[config.mk]
export PLATFORM = sky130hd
export DESIGN_NAME = alu_exec_seq
export DESIGN_NICKNAME = d
export VERILOG_FILES = /design/src/rtl/alu_pkg.sv /design/src/rtl/alu_ctrl_decode.sv /design/src/rtl/alu_exec_seq.sv
export SDC_FILE = /design/constraint.sdc
export NUM_CORES = 1
export LEC_CHECK = 0
export ABC_AREA = 1
export BUFFER_PORTS_ARGS = -buffer_cell sky130_fd_sc_hd__buf_2
export CAP_MARGIN = 20
export CORE_MARGIN = 2
export CORE_UTILIZATION = 25
export CTS_CLUSTER_SIZE = 28
export DETAILED_ROUTE_END_ITERATION = 7
export HOLD_SLACK_MARGIN = 0.1
export PLACE_DENSITY_LB_ADDON = 0.3
export SYNTH_ARGS = -nofsm -noshare
export SYNTH_HDL_FRONTEND = slang
export SYNTH_SLANG_ARGS = --single-unit
[constraint.sdc]
create_clock -name clk_i -period 4.8 [get_ports clk_i]
set_clock_uncertainty 0.2 [all_clocks]
set_input_delay 0.48 -clock clk_i [delete_from_list [all_inputs] [get_ports clk_i]]
set_output_delay 0.48 -clock clk_i [all_outputs]
set_load 0.05 [all_outputs]
[src/rtl/alu_pkg.sv]
// Shared encodings for the sequential ALU: ALUOp classes, opcodes, 4-bit ALU control codes
// and the execute FSM state encoding.
package alu_pkg;

    localparam int unsigned ALUOP_W = 2;
    localparam int unsigned OPC_W   = 4;
    localparam int unsigned FUNCT_W = 2;
    localparam int unsigned CTRL_W  = 4;

    localparam logic [ALUOP_W-1:0] ALUOP_LDST  = 2'b00;
    localparam logic [ALUOP_W-1:0] ALUOP_BEQ   = 2'b01;
    localparam logic [ALUOP_W-1:0] ALUOP_RTYPE = 2'b10;
    localparam logic [ALUOP_W-1:0] ALUOP_ITYPE = 2'b11;

    localparam logic [OPC_W-1:0] OPC_LOGIC = 4'b0000;
    localparam logic [OPC_W-1:0] OPC_ARITH = 4'b0001;
    localparam logic [OPC_W-1:0] OPC_SHIFT = 4'b0010;
    localparam logic [OPC_W-1:0] OPC_ADDI  = 4'b1001;
    localparam logic [OPC_W-1:0] OPC_SUBI  = 4'b1010;
    localparam logic [OPC_W-1:0] OPC_SLTI  = 4'b1011;

    typedef enum logic [CTRL_W-1:0] {
        CTRL_AND = 4'b0000,
        CTRL_SLT = 4'b0001,
        CTRL_OR  = 4'b0010,
        CTRL_XOR = 4'b0011,
        CTRL_ADD = 4'b0100,
        CTRL_SLL = 4'b0110,
        CTRL_SRA = 4'b0111,
        CTRL_MUL = 4'b1000,
        CTRL_SUB = 4'b1100
    } alu_ctrl_e;

    typedef enum logic [1:0] {
        ST_IDLE = 2'b00,
        ST_MUL  = 2'b01,
        ST_DONE = 2'b10
    } state_e;

endpackage

[src/rtl/alu_ctrl_decode.sv]
// Combinational ALU-control decoder: ALUOp/OPCODE/Funct to 4-bit control code plus illegal flag.
module alu_ctrl_decode
    import alu_pkg::*;
#(
    parameter int unsigned MUL_EN = 1
) (
    input  logic [ALUOP_W-1:0] alu_op_i,
    input  logic [OPC_W-1:0]   opcode_i,
    input  logic [FUNCT_W-1:0] funct_i,
    output alu_ctrl_e          ctrl_o,
    output logic               illegal_o
);

    always_comb begin
        ctrl_o    = CTRL_ADD;
        illegal_o = 1'b0;
        case (alu_op_i)
            ALUOP_LDST: ctrl_o = CTRL_ADD;
            ALUOP_BEQ:  ctrl_o = CTRL_SUB;
            ALUOP_RTYPE: begin
                case (opcode_i)
                    OPC_LOGIC: begin
                        case (funct_i)
                            2'b00:   ctrl_o = CTRL_AND;
                            2'b01:   ctrl_o = CTRL_OR;
                            2'b10:   ctrl_o = CTRL_XOR;
                            default: illegal_o = 1'b1;
                        endcase
                    end
                    OPC_ARITH: begin
                        case (funct_i)
                            2'b00:   ctrl_o = CTRL_ADD;
                            2'b01:   ctrl_o = CTRL_SUB;
                            2'b10: begin
                                // Builds without the multiplier reject MUL as an undefined op
                                if (MUL_EN != 0) ctrl_o = CTRL_MUL;
                                else             illegal_o = 1'b1;
                            end
                            default: illegal_o = 1'b1;
                        endcase
                    end
                    OPC_SHIFT: begin
                        case (funct_i)
                            2'b00:   ctrl_o = CTRL_SLL;
                            2'b01:   ctrl_o = CTRL_SRA;
                            default: illegal_o = 1'b1;
                        endcase
                    end
                    default: illegal_o = 1'b1;
                endcase
            end
            ALUOP_ITYPE: begin
                case (opcode_i)
                    OPC_ADDI: ctrl_o = CTRL_ADD;
                    OPC_SUBI: ctrl_o = CTRL_SUB;
                    OPC_SLTI: ctrl_o = CTRL_SLT;
                    default:  illegal_o = 1'b1;
                endcase
            end
            default: illegal_o = 1'b1;
        endcase
    end

endmodule

[src/rtl/alu_exec_seq.sv]
// Sequential ALU execute stage: decodes the op, runs single-cycle ops or an iterative
// shift-add multiply, and presents Result/flags behind valid/ready handshakes.
module alu_exec_seq
    import alu_pkg::*;
#(
    parameter int unsigned DATA_W  = 16,
    parameter int unsigned MUL_EN  = 1,
    parameter int unsigned SHAMT_W = $clog2(DATA_W)
) (
    input  logic               clk_i,
    input  logic               rst_i,
    input  logic               in_valid_i,
    output logic               in_ready_o,
    input  logic [ALUOP_W-1:0] alu_op_i,
    input  logic [OPC_W-1:0]   opcode_i,
    input  logic [FUNCT_W-1:0] funct_i,
    input  logic [DATA_W-1:0]  a_i,
    input  logic [DATA_W-1:0]  b_i,
    output logic               out_valid_o,
    input  logic               out_ready_i,
    output logic [DATA_W-1:0]  result_o,
    output logic               zero_o,
    output logic               overflow_o,
    output logic               illegal_op_o
);

    localparam int unsigned CNT_W  = $clog2(DATA_W);
    localparam int unsigned PROD_W = 2 * DATA_W;
    localparam int unsigned MSB    = DATA_W - 1;

    state_e              state_q, state_d;
    alu_ctrl_e           ctrl_c;
    logic                illegal_c, is_mul_c, accept_c, mul_last_c;
    logic [DATA_W-1:0]   sum_c, diff_c, exe_res_c;
    logic                exe_ovf_c;
    logic [SHAMT_W-1:0]  shamt_c;
    logic [PROD_W-1:0]   acc_step_c;

    logic [DATA_W-1:0]   result_q, result_d;
    logic                zero_q, zero_d, ovf_q, ovf_d, ill_q, ill_d;
    logic [PROD_W-1:0]   acc_q, acc_d, mcand_q, mcand_d;
    logic [DATA_W-1:0]   mplr_q, mplr_d;
    logic [CNT_W-1:0]    cnt_q, cnt_d;

    alu_ctrl_decode #(.MUL_EN(MUL_EN)) u_dec (
        .alu_op_i  (alu_op_i),
        .opcode_i  (opcode_i),
        .funct_i   (funct_i),
        .ctrl_o    (ctrl_c),
        .illegal_o (illegal_c)
    );

    assign is_mul_c   = !illegal_c && (ctrl_c == CTRL_MUL);
    assign accept_c   = in_valid_i && in_ready_o;
    assign mul_last_c = (state_q == ST_MUL) && (cnt_q == CNT_W'(DATA_W - 1));
    assign shamt_c    = b_i[SHAMT_W-1:0];
    assign sum_c      = a_i + b_i;
    assign diff_c     = a_i - b_i;
    assign acc_step_c = acc_q + (mplr_q[0] ? mcand_q : '0);

    // Single-cycle execute
    always_comb begin
        exe_res_c = '0;
        exe_ovf_c = 1'b0;
        case (ctrl_c)
            CTRL_AND: exe_res_c = a_i & b_i;
            CTRL_OR:  exe_res_c = a_i | b_i;
            CTRL_XOR: exe_res_c = a_i ^ b_i;
            CTRL_ADD: begin
                exe_res_c = sum_c;
                exe_ovf_c = (a_i[MSB] == b_i[MSB]) && (sum_c[MSB] != a_i[MSB]);
            end
            CTRL_SUB: begin
                exe_res_c = diff_c;
                exe_ovf_c = (a_i[MSB] != b_i[MSB]) && (diff_c[MSB] != a_i[MSB]);
            end
            CTRL_SLT: exe_res_c = DATA_W'($signed(a_i) < $signed(b_i));
            CTRL_SLL: exe_res_c = a_i << shamt_c;
            CTRL_SRA: exe_res_c = $signed(a_i) >>> shamt_c;
            default:  exe_res_c = '0;
        endcase
    end

    // FSM state register
    always_ff @(posedge clk_i or posedge rst_i) begin
        if (rst_i) state_q <= ST_IDLE;
        else       state_q <= state_d;
    end

    // FSM next state
    always_comb begin
        state_d = state_q;
        case (state_q)
            ST_IDLE: if (accept_c) state_d = is_mul_c ? ST_MUL : ST_DONE;
            ST_MUL:  if (mul_last_c) state_d = ST_DONE;
            ST_DONE: begin
                if (out_ready_i) begin
                    if (accept_c) state_d = is_mul_c ? ST_MUL : ST_DONE;
                    else          state_d = ST_IDLE;
                end
            end
            default: state_d = ST_IDLE;
        endcase
    end

    // FSM outputs; a pending result may be handed off on the same edge a new op is taken
    always_comb begin
        in_ready_o  = (state_q == ST_IDLE) || ((state_q == ST_DONE) && out_ready_i);
        out_valid_o = (state_q == ST_DONE);
    end

    // Result capture and one-bit-per-cycle shift-add multiply
    always_comb begin
        result_d = result_q;
        zero_d   = zero_q;
        ovf_d    = ovf_q;
        ill_d    = ill_q;
        acc_d    = acc_q;
        mcand_d  = mcand_q;
        mplr_d   = mplr_q;
        cnt_d    = cnt_q;
        if (accept_c) begin
            if (illegal_c) begin
                result_d = '0;
                zero_d   = 1'b1;
                ovf_d    = 1'b0;
                ill_d    = 1'b1;
            end else if (is_mul_c) begin
                acc_d   = '0;
                mcand_d = PROD_W'(a_i);
                mplr_d  = b_i;
                cnt_d   = '0;
                ill_d   = 1'b0;
            end else begin
                result_d = exe_res_c;
                zero_d   = (exe_res_c == '0);
                ovf_d    = exe_ovf_c;
                ill_d    = 1'b0;
            end
        end else if (state_q == ST_MUL) begin
            acc_d   = acc_step_c;
            mcand_d = mcand_q << 1;
            mplr_d  = mplr_q >> 1;
            cnt_d   = cnt_q + CNT_W'(1);
            if (mul_last_c) begin
                result_d = acc_step_c[DATA_W-1:0];
                zero_d   = (acc_step_c[DATA_W-1:0] == '0);
                ovf_d    = |acc_step_c[PROD_W-1:DATA_W];
            end
        end
    end

    always_ff @(posedge clk_i or posedge rst_i) begin
        if (rst_i) begin
            result_q <= '0;
            zero_q   <= 1'b0;
            ovf_q    <= 1'b0;
            ill_q    <= 1'b0;
            acc_q    <= '0;
            mcand_q  <= '0;
            mplr_q   <= '0;
            cnt_q    <= '0;
        end else begin
            result_q <= result_d;
            zero_q   <= zero_d;
            ovf_q    <= ovf_d;
            ill_q    <= ill_d;
            acc_q    <= acc_d;
            mcand_q  <= mcand_d;
            mplr_q   <= mplr_d;
            cnt_q    <= cnt_d;
        end
    end

    assign result_o     = result_q;
    assign zero_o       = zero_q;
    assign overflow_o   = ovf_q;
    assign illegal_op_o = ill_q;

endmodule
# Word-level counts from Yosys, hierarchy flattened
# Index checks and enable logic that the tools add are counted.
# word_totals
regBits,105
# classes
bitwise,3
n_addsub,4
reduce_logical,25
mux,52
n_eq_ne,31
order_cmp,1
shifts,2
# ops
operator,count
32-bit two-way mux,9
16-bit two-way mux,9
16-bit case mux with 8 select lines,1
32-bit adder,1
16-bit zero test,2
4-bit equality test (second input constant),6
16-bit adder,1
16-bit AND,1
16-bit < comparator,1
4-bit two-way mux,4
16-bit OR,1
4-bit case mux with 2 select lines,2
4-bit case mux with 4 select lines,1
16-bit OR reduction,1
16-bit by 4-bit << shifter with 16-bit output,1
16-bit by 4-bit >>> shifter with 16-bit output,1
16-bit subtractor,1
16-bit XOR,1
1-bit two-way mux,14
4-bit by 2-bit equality test with 1-bit output (second input constant),3
4-bit by 3-bit equality test with 1-bit output (second input constant),3
4-bit case mux with 3 select lines,1
2-bit two-way mux,5
3-bit case mux with 3 select lines,1
21 further kinds,47

# Logic depth before layout (Yosys ltp)
# Gate-level depths: netlist of run 1.
# depth
ltp_word,11
ltp_mapped,25

# Modules after synthesis
# Synthesis of run 1 repeated with hierarchy kept, for this count alone.
# hier_totals
cells_unflattened,1873
area_unflattened_um2,11319.6
# modules_own_cells
module,n_inst,area_each_um2,seq_area_each_um2,cells_each
alu_exec_seq,1,11031.8,2627.5,1819
alu_ctrl_decode,1,287.8,0.0,54

# Worst setup path after synthesis of run 1
# OpenSTA, ideal clock, no wires.
# synth_timing
path_kind,in2reg
startpoint,input port b_i[3]
endpoint,register zero_q (netlist: zero_o)
path_slack_ps,1755
arrival_ps,2772
setup_time_ps,73
path_stages,24
path_buffers,3
path_cell_list,buf_2 > inv_1 > clkbuf_1 > ha_1 > buf_2 > nor2_1 > inv_1 > nor2_1 > nand3_1 > nand2_1 > nand2_1 > nand2_1 > nand2_1 > nand2_1 > nor2_1 > nor2_1 > nand2_1 > nor2_1 > nand2_1 > nor2_1 > nand2_1 > nand2_1 > nand2_1 > a21oi_2
# synth_between
elab_chain_len,6
elab_cells_between_ends,13
classes_between,2 x add/sub; 1 x order compare; 2 x shift; 4 x mux; 3 x bitwise; 1 x reduce/logical
# synth_rtl
item,line,rtl
"start, declared",alu_exec_seq.sv:18,"input logic [DATA_W-1:0] b_i,"
16-bit subtractor (tied with other cells),alu_exec_seq.sv:58,assign diff_c = a_i - b_i;
16-bit case mux with 8 select lines *,alu_exec_seq.sv:65,case (ctrl_c)
16-bit zero test *,alu_exec_seq.sv:136,zero_d = (exe_res_c == '0);
1-bit two-way mux *,alu_exec_seq.sv:128,end else if (is_mul_c) begin
1-bit two-way mux *,alu_exec_seq.sv:123,if (illegal_c) begin
1-bit two-way mux *,alu_exec_seq.sv:122,if (accept_c) begin
"end signal, assigned",alu_exec_seq.sv:165,zero_q <= zero_d;
"end, declared",alu_exec_seq.sv:40,"logic zero_q, zero_d, ovf_q, ovf_d, ill_q, ill_d;"
# Every way passes the cells marked *; elsewhere a longest branch is shown, timed or not. The select of a mux whose other input is x is not followed.
# A chain may end at the register's enable or synchronous reset.

# Worst setup path after layout of run 1
# layout_timing
startpoint,register mplr_q[0]
endpoint,register ovf_q (netlist: overflow_o)
# layout_between
elab_chain_len,6
# layout_rtl
item,line,rtl
"start, declared",alu_exec_seq.sv:42,"logic [DATA_W-1:0] mplr_q, mplr_d;"
"start signal, assigned",alu_exec_seq.sv:170,mplr_q <= mplr_d;
32-bit two-way mux,alu_exec_seq.sv:59,assign acc_step_c = acc_q + (mplr_q[0] ? mcand_q : '0);
32-bit adder,alu_exec_seq.sv:59,
16-bit OR reduction,alu_exec_seq.sv:148,ovf_d = |acc_step_c[PROD_W-1:DATA_W];
1-bit two-way mux,alu_exec_seq.sv:145,if (mul_last_c) begin
1-bit two-way mux,alu_exec_seq.sv:140,end else if (state_q == ST_MUL) begin
1-bit two-way mux,alu_exec_seq.sv:122,
"end signal, assigned",alu_exec_seq.sv:166,ovf_q <= ovf_d;
"end, declared",alu_exec_seq.sv:40,
# Every way passes these cells. The select of a mux whose other input is x is not followed.

==> metrics, run 1 <==
status finished clean; Tmin final between 3 and 4 ns; Syn Area/Cell 6.03 um^2; register share of total power a little under a third; total power 3.63 mW; vias in the first global route ~11k; Worst-Margin Slew 0.910 ns; die height around 220 um; Worst path top cell family by delay simple AND/OR/NAND/NOR gates; H-tree Lvls 3; routability congestion estimate 0.984; port bufs 64; Sink Count 105; clock latency on the worst-skew pair 0.37 ns; hold crit path type in2reg; Synthesis Warnings 0; Net count, final 2,040; worst vdd ir 0.000184 V; Bufs on Longest Clock Path 2; P per Cell Area 289 nW/um^2; Num CTS Buffers 9; syn_nets 2,022; first-pass GRT wire length 68.5 mm; RSZ-0062 raised after global routing no; vias per cell 4.84; layout cell share with drive strength beyond 1 under 10%; Core Area 45,200 um^2; 1st-iter DRT viols ~1k; final wirelength 44.3 mm; critical path class reg2reg; drt drc 0; clock power share 21.1%; Root Buffer Master clkbuf_16; Psw around 1.7 mW; largest net degree at the start of global routing 76; Fin Setup TNS 0 ns; DR vias 12.2k; Setup-failing EPs final 0; WL per Instance 17.6 um; Reg clk slew, reported paths 0.08 ns; Mapped Area 11,400 um^2; Synth Instances 1,889; Async SR Flop Fraction 100%; fillcell total 5,178; Slew Limit Headroom 39.3%; Crit. End Element flop; Max-Cap Viols 0; Hold Violations, Final 0; initial core utilization between 20% and 30%; CP Buf/Inv Count 2; Final Max Tran Viols 0; Critical Path AT 3.47 ns; dpl hpwl 35.9 mm; Die X-Extent 218 um; register area share after synthesis 23.1%; antenna fix cells 0; initial antenna violation count 0; most common cell after layout, fill and taps aside nand2_1; Critical Path RT between 4 and 5 ns; Sw Share 46.1%; fraction of the cycle the final worst path needs 71.0%; Yosys cell types between 40 and 50; Logic pwr share 47.6%; CTS tree yes; I/O pin cnt 65; Yosys reg bits roughly 110; top_reg_cell synth dfrtp_1; Internal a little under 2 mW; Slowest cell on crit path buf_4; DRT Pass-1 Iters 5; critical-path cell list buf_4 -> nand2_1 -> inv_1 -> ha_1 -> a21oi_1 -> nand2_1 -> a21oi_1 -> o21ai_0 -> nand2_1 -> nand2_1 -> nand2_1 -> nand3_1 -> nand2_1 -> nand2_1 -> nor2_1 -> nand3_1 -> nand2_1 -> a21oi_1; crit path launch type flop; Worst path most repeated cell nand2_1; global-route usage over all layers 18.8%; Die ar. 47,300 um^2; most frequent cells in the layout nand2_1 (601), inv_1 (234), nand3_1 (217); Row Count 78; Static Leak 6.83 nW; grt ovf 0; Crit Path Max Fanout 33; FMAX 294 MHz; number of synthesized flops with an enable pin 0; Final ANT Viol Nets 0; Crit path largest cell delay 0.33 ns; Area Overhead vs Synth 10.1%
-- stage by stage --
stage / worst slack, ns / hold WS, ns / cell area (um^2) / utilization, % / cells
final: 1.39 / 0.163 / 12500 / 27.8 / 2512
after global routing: 1.11 / 0.188 / 12500 / 27.8 / 2512
after CTS: 1.33 / 0.149 / 12500 / 27.7 / 2509
after detailed placement: 1.08 / 0.275 / 12200 / 27.0 / 2493
after global placement: 1.10 / 0.262 / 12200 / 27.0 / 2493
after floorplan: 1.36 / 0.248 / 11400 / - / 1889
-- synth_stat cells, drive strengths merged, types with 12 or more instances --
library cell / instances / area (um^2)
dfrtp: 105 / 2630
nand3: 219 / 1110
buf: 44 / 254
inv: 241 / 907
ha: 86 / 1080
nand2: 608 / 2300
nand4: 16 / 100
xor2: 35 / 307
a31oi: 35 / 219
nor3: 12 / 65.1
clkbuf: 30 / 123
nor2: 223 / 887
o21ai: 80 / 400
o22ai: 15 / 93.8
a21oi: 75 / 405
-- power by group through the flow --
stage                     Sequential (mW)  Clock [mW]  Combinational (mW)
after floorplan                      1.23           0                1.17
after global placement               1.15           0                1.72
after detailed placement             1.16           0                1.71
after CTS                            1.14       0.796                1.72
after global routing                 1.16       0.825                1.95
final                                1.14       0.766                1.73
-- per-layer routing --
metal  up-vias  share of wire [%]  GRT usage [%]
met1      5753                 51           28.3
li1       6075                  -              -
met5         -                  0              0
met3        18                5.3           2.08
met4         0                1.1           3.01
met2       310                 43           29.0
-- layout make-up --
class	count	area, um^2	area share [%]
sequential	105	2630	20.9
multi-input combinational	1468	7480	59.6
clock buffer	9	225	1.79
timing repair buffer	81	470	3.75
inverter	242	913	7.28
tap	600	751	5.98
clock inverter	7	78.8	0.628
-- repair_timing --
action / 4_1_cts / 5_1_grt
hold buffers: 0 / 1
endpoints found under the setup margin: 0 / 0
endpoints found under the hold margin: 0 / 8
gates resized for setup: 0 / 0
buffers inserted: 0 / 0
-- sequential cells by signal, summed over array words and instances (netlist names) --
register,cells
result_o,16
zero_o,1
acc_q,32
state_q,2
cnt_q,4
overflow_o,1
mplr_q,16
mcand_q,32
illegal_op_o,1
-- kinds of logic after synthesis --
family,Yosys count,synth area share [%]
simple gates,1098,40.3
buf+inv,316,11.3
fa+ha+maj,89,9.97
compound gates,242,12.4
xor+xnor,39,3.00
flops,105,23.1
-- worst register-to-register path, cell delays in order (launching register included) --
cell and delay (ns):
dfrtp_1 0.32, buf_4 0.33, nand2_1 0.21, inv_1 0.10, ha_1 0.28, a21oi_1 0.19, nand2_1 0.15, a21oi_1 0.32
o21ai_0 0.23, nand2_1 0.10, nand2_1 0.10, nand2_1 0.12, nand3_1 0.08, nand2_1 0.08, nand2_1 0.05, nor2_1 0.10
nand3_1 0.18, nand2_1 0.10, a21oi_1 0.06
-- final timing paths --
kind / from / to / slack, ns / cells after the start
max: mplr_q[0] / overflow_o / 1.39 / 18
min reg2reg: result_o[10] / result_o[10] / 0.29 / 2
min in group asynchronous: rst_i / result_o[10] / 0.34 / 3
max in group asynchronous: rst_i / cnt_q[2] / 2.97 / 5
min: out_ready_i / state_q[1] / 0.16 / 4
max reg2reg: mplr_q[0] / overflow_o / 1.39 / 18
No activity file was read; power rests on OpenSTA's default activity.
==> inputs of run 2 (changes only) <==
- clock period: 4.8 -> 2.9 ns (I/O delays scaled with it)
==> run 2 against run 1 <==
The run now ends with setup timing left; sequential share of layout area down 3.7 points; highest routed layer is now met5; routed wire length grew 5.1%; via count up 7.5%; critical path depth increased by 1; total power rose by 100%; clock power is 62% higher; core utilization increased by 6.0 points; clock-buffer cell count is the same; largest power group unchanged; first-iteration DRC count is 32% higher; worst setup slack lost 1.5 ns; non-clock buffer count rose by 274.
==> metrics, run 2 (synthesized netlist as in run 1, its figures left out) <==
hold crit path type in2reg; Critical path origin mplr_q[0]; Max-Cap Viols 0 (unchanged); clock power share 16.8% (-4.3 points); Setup-failing EPs final 1 (+1); RSZ-0062 raised after global routing yes; worst vdd ir 0.000446 V (+140%); post-route setup slack -0.0580 ns (-1.45 ns); Post-Place Worst Slack -0.270 ns (-1.35 ns); Hold Violations, Final 0 (unchanged); vias per cell 4.69 (-3.1%); most common cell after layout, fill and taps aside nand2_1; antenna fix cells 0 (unchanged); I/O pin cnt 65 (unchanged); Row Count 78 (unchanged); Worst R2R Path Depth 19 (+1); Die X-Extent 218 um (unchanged); port bufs 64 (unchanged); P per Cell Area 482 nW/um^2 (+67%); Internal 4.18 mW (+110%); most frequent cells in the layout nand2_1 (586), buf_4 (276), inv_1 (234); initial antenna violation count 4 (+4); register share of total power 26.0% (-5.4 points); fraction of the cycle the final worst path needs 102% (+31 points); CTS tree yes; WHS 0.140 ns (-0.0226 ns); grt ovf 0 (unchanged); DRT Pass-1 Iters 7 (+2); Critical Path AT 3.00 ns (-0.47 ns); Crit Path Max Fanout 22 (-33%); die height 218 um (unchanged); Largest regs acc_q: 32 flops, mcand_q: 32 flops; total power 7.35 mW (+100%); FMAX 338 MHz (+15%); WL per Instance 16.7 um (-5.2%); layout cell share with drive strength beyond 1 22.5% (+16 points); Worst-Margin Slew 1.07 ns (+0.161 ns); 1st-iter DRT viols 1,335 (+32%); clock latency on the worst-skew pair 0.36 ns (about the same); dpl hpwl 38.0 mm (+6.1%); Reg clk slew, reported paths 0.08 ns (about the same); Final ANT Viol Nets 0 (unchanged); r2r setup slk -0.06 ns (-1.45 ns); crit path launch type flop; Cell Count, Final, Fillers Out 2,786 (+11%); Bufs on Longest Clock Path 2 (unchanged); Net count, final 2,314 (+13%); Tmin final 2.96 ns (-0.448 ns); Psw 3.17 mW (+89%); failing checks setup timing; DR vias 13.1k (+7.5%); Root Buffer Master clkbuf_16; Critical Path Sink overflow_o; Die ar. 47,300 um^2 (unchanged); Core Area 45,200 um^2 (unchanged); initial core utilization 25.2% (unchanged); Reg2Reg Launch Point mplr_q[0]; vias in the first global route 12.4k (+8.0%); dpl cells 2,751 (+10%); Crit. End Element flop; final core utilization 33.7% (+6.0 points); Area Overhead vs Synth 33.8%; Static Leak 8.22 nW (+20%); FF-to-FF End overflow_o; Critical Path RT 2.94 ns (-1.92 ns); largest net degree at the start of global routing 106 (+39%); first-pass GRT wire length 71.3 mm (+4.0%); status complete, but fails checks; Logic pwr share 57.2% (+9.6 points); critical path class reg2reg; Sink Count 105 (unchanged); Num CTS Buffers 9 (unchanged); routability congestion estimate 0.949 (-3.6%); Final Max Tran Viols 0 (unchanged); drt drc 0 (unchanged); final wirelength 46.6 mm (+5.1%); H-tree Lvls 3 (unchanged); Slew Limit Headroom 28.6% (-11 points); Sw Share 43.1% (-3.0 points); global-route usage over all layers 19.5% (+0.70 points)
==> run 2: power groups by stage <==
stage | combinational (mW) | clock (mW) | sequential (mW)
global placement | 3.74 | 0 | 1.92
CTS | 3.92 | 1.28 | 1.90
detailed placement | 3.73 | 0 | 1.92
floorplan | 1.93 | 0 | 2.03
global route | 4.64 | 1.34 | 1.94
finish | 4.20 | 1.24 | 1.91
==> run 2: per-stage QoR <==
stage	setup TNS (ns)	area, um^2
6_report	-0.0580	15200
2_1_floorplan	0	11400
4_1_cts	-0.0885	14800
5_1_grt	-0.925	15200
3_5_place_dp	-1.32	14200
3_3_place_gp	-1.08	14200
==> run 2: worst min path at each step <==
| stage | endpoint | cells past startpoint | startpoint |
|---|---|---|---|
| 6_report | mplr_q[15] | 3 | b_i[15] |
| 3_5_place_dp | acc_q[13] | 2 | acc_q[13] |
| 5_1_grt | mplr_q[15] | 3 | b_i[15] |
| 2_1_floorplan | mcand_q[10] | 2 | a_i[10] |
| 4_1_cts | mplr_q[15] | 3 | b_i[15] |
| 3_3_place_gp | result_o[13] | 2 | result_o[13] |
==> run 2: routing by layer <==
layer / part of all wire, % / global-route usage (%) / vias up
met3: 6.1 / 3.03 / 51
met1: 48 / 28.2 / 6018
li1: - / - / 6633
met2: 43 / 30.0 / 354
met5: 0.090 / 0 / -
met4: 2.2 / 5.07 / 8
==> run 2: area by class of cell <==
type / count / area (um^2)
flip-flops and latches: 105 / 2630
inverters: 242 / 915
well taps: 600 / 751
repair buffers: 355 / 2630
fillers: 5019 / 29900
multi-input cells: 1468 / 8030
clock inverters: 7 / 65.1
clock buffers: 9 / 225
==> run 2: critical path, stage by stage (launching register included) <==
cell	delay, ns
dfrtp_1	0.41
buf_12	0.17
nand2_1	0.07
inv_1	0.06
ha_4	0.28
buf_4	0.10
nand3_1	0.07
nand2_2	0.15
a21oi_2	0.09
buf_4	0.13
o211ai_1	0.33
nand2_1	0.13
nand2_1	0.09
nand2_1	0.07
nand2_2	0.07
nand2_1	0.05
nor2_1	0.12
nand3_2	0.11
nand2_1	0.07
a21oi_1	0.06
==> run 2: what timing repair did <==
| action | CTS | global route |
|---|---|---|
| endpoints found under the hold margin | 109 | 0 |
| gates resized for setup | 38 | 76 |
| buffers inserted | 7 | 7 |
| pin swaps | 12 | 19 |
| endpoints found under the setup margin | 10 | 26 |
| hold buffers | 5 | 0 |
==> inputs of run 3 (changes only) <==
- CELL_PAD_IN_SITES_DETAIL_PLACEMENT: not set -> 0
- CELL_PAD_IN_SITES_GLOBAL_PLACEMENT: not set -> 2
- MAX_ROUTING_LAYER: not set -> met4
==> run 3 against run 2 <==
The run now ends clean; first-iteration DRC count is 21% lower; core utilization up 0.77 points; highest routed layer is now met4; die area unchanged; register-to-register slack better by 0.06 ns; worst setup slack improved by 0.064 ns; sequential power about the same; routed wire length up 9.4%; via count grew 1.7%; cell count is 1.1% higher.
==> metrics, run 3 (synthesized netlist as in run 1, its figures left out) <==
Slew Limit Headroom 60.5% (+32 points); clock latency on the worst-skew pair 0.38 ns (+0.02 ns); Hold Violations, Final 0 (unchanged); worst vdd ir 0.000339 V (-24%); most frequent cells in the layout nand2_1 (579), buf_4 (302), inv_1 (225); initial core utilization 25.2% (unchanged); status finished clean; port bufs 64 (unchanged); dpl hpwl 41.6 mm (+9.2%); FMAX 345 MHz (+2.2%); Static Leak 8.36 nW (+1.7%); dpl cells 2,789 (+1.4%); hold crit path type in2reg; crit path launch type flop; Core Area 45,200 um^2 (unchanged); Fin Setup TNS 0 ns (+0.0580 ns); routability congestion estimate 0.941 (-0.83%); Die X-Extent 218 um (unchanged); CTS tree yes; fraction of the cycle the final worst path needs 99.8% (-2.2 points); Crit Path Max Fanout 8 (-64%); Cell Count, Final, Fillers Out 2,817 (+1.1%); drt drc 0 (unchanged); Final Max Tran Viols 0 (unchanged); Row Count 78 (unchanged); vias in the first global route 13.1k (+5.4%); H-tree Lvls 3 (unchanged); global-route usage over all layers 22.3% (+2.9 points); WL per Instance 18.1 um (+8.2%); grt ovf 0 (unchanged); Reg clk slew, reported paths 0.08 ns (about the same); largest net degree at the start of global routing 93 (-12%); Die ar. 47,300 um^2 (unchanged); layout cell share with drive strength beyond 1 24.1% (+1.6 points); first-pass GRT wire length 77.7 mm (+9.0%); die height 218 um (unchanged); Reg area 2630 um^2 (unchanged); Area Overhead vs Synth 36.8%; Bufs on Longest Clock Path 2 (unchanged); Critical Path AT 2.95 ns (-0.05 ns); Tmin final 2.89 ns (-0.0636 ns); vias per cell 4.71 (+0.54%); Root Buffer Master clkbuf_16; Critical Path RT 2.96 ns (+0.02 ns); Worst-Margin Slew 0.592 ns (-0.479 ns); Largest regs acc_q: 32 flops, mcand_q: 32 flops; Max-Cap Viols 0 (unchanged); fillcell total 5,036 (+0.34%); P per Cell Area 484 nW/um^2 (+0.45%); Crit. End Element flop; RSZ-0062 raised after global routing yes; Final ANT Viol Nets 0 (unchanged); DRT Pass-1 Iters 5 (-2); 1st-iter DRT viols 1,055 (-21%); multi-input logic area 8080 um^2 (+0.59%); I/O pin cnt 65 (unchanged); total power 7.55 mW (+2.7%); Sink Count 105 (unchanged); most common cell after layout, fill and taps aside nand2_1; Setup-failing EPs final 0 (-1); DR vias 13.3k (+1.7%); antenna fix cells 0 (unchanged); initial antenna violation count 1 (-3); Net count, final 2,345 (+1.3%); final wirelength 51.0 mm (+9.4%); critical path class reg2reg; Num CTS Buffers 9 (unchanged)
run 3: final timing paths:
| path | depth (start not counted) | slack (ns) | from | endpoint |
|---|---|---|---|---|
| worst max-delay path | 18 | 0.006 | mplr_q[0] | overflow_o |
| worst min-delay path | 4 | 0.12 | a_i[12] | mcand_q[12] |
| worst max register to register | 18 | 0.006 | mplr_q[0] | overflow_o |
| worst min register to register | 2 | 0.29 | result_o[13] | result_o[13] |
| max in group asynchronous | 4 | 1.39 | rst_i | acc_q[25] |
| min in group asynchronous | 3 | 0.25 | rst_i | cnt_q[0] |
run 3: cell type report:
type	instances	share of cell area, %
Sequential cell	105	16.8
Clock inverter	6	0.457
Timing Repair Buffer	385	18.7
Multi-Input combinational cell	1469	51.8
Clock buffer	10	1.53
Tap cell	600	4.81
Inverter	242	5.86
run 3: repair_timing:
action / 4_1_cts / 5_1_grt
setup endpoints to repair: 12 / 21
hold buffers: 5 / 0
gates cloned: 0 / 2
gates resized for setup: 39 / 88
endpoints found under the hold margin: 17 / 0
buffers inserted: 3 / 4
pin swaps: 12 / 32
run 3: layer usage:
metal | track usage (%) | share of wire (%) | vias up
met5 | - | 0 | -
met4 | 7.01 | 2.7 | 0
met3 | 1.56 | 3.9 | 52
met2 | 35.3 | 46 | 333
met1 | 30.5 | 48 | 6183
li1 | - | - | 6713
run 3: power by group:
part / internal, mW / switching, mW / leakage [nW] / total, mW
clock network: 0.704 / 0.637 / 0.146 / 1.34
registers: 1.72 / 0.195 / 1.28 / 1.92
logic: 1.84 / 2.45 / 6.93 / 4.29
total: 4.27 / 3.28 / 8.36 / 7.55
run 3: critical path, cell delays in order (launching register included):
cell,delay (ns)
dfrtp_1,0.41
buf_6,0.16
clkbuf_16,0.15
nand2_1,0.08
inv_1,0.07
ha_1,0.29
buf_4,0.12
inv_1,0.06
o21bai_2,0.18
a21oi_2,0.08
o21ai_1,0.19
a21oi_1,0.06
nand2_1,0.12
xor2_2,0.19
nand2_1,0.10
nor2_1,0.11
nand3_1,0.08
nand2_1,0.07
a21oi_2,0.06
run 3: stage by stage:
stage	setup slack (ns)	util, %	instance area, um^2	hold WS (ns)
CTS	0.000859	33.5	15200	0.102
finish	0.00560	34.5	15600	0.119
floorplan	0.0255	-	11400	0.218
global route	-0.177	34.5	15600	0.131
global placement	-0.362	32.3	14600	0.104
detailed placement	-0.365	32.3	14600	0.107
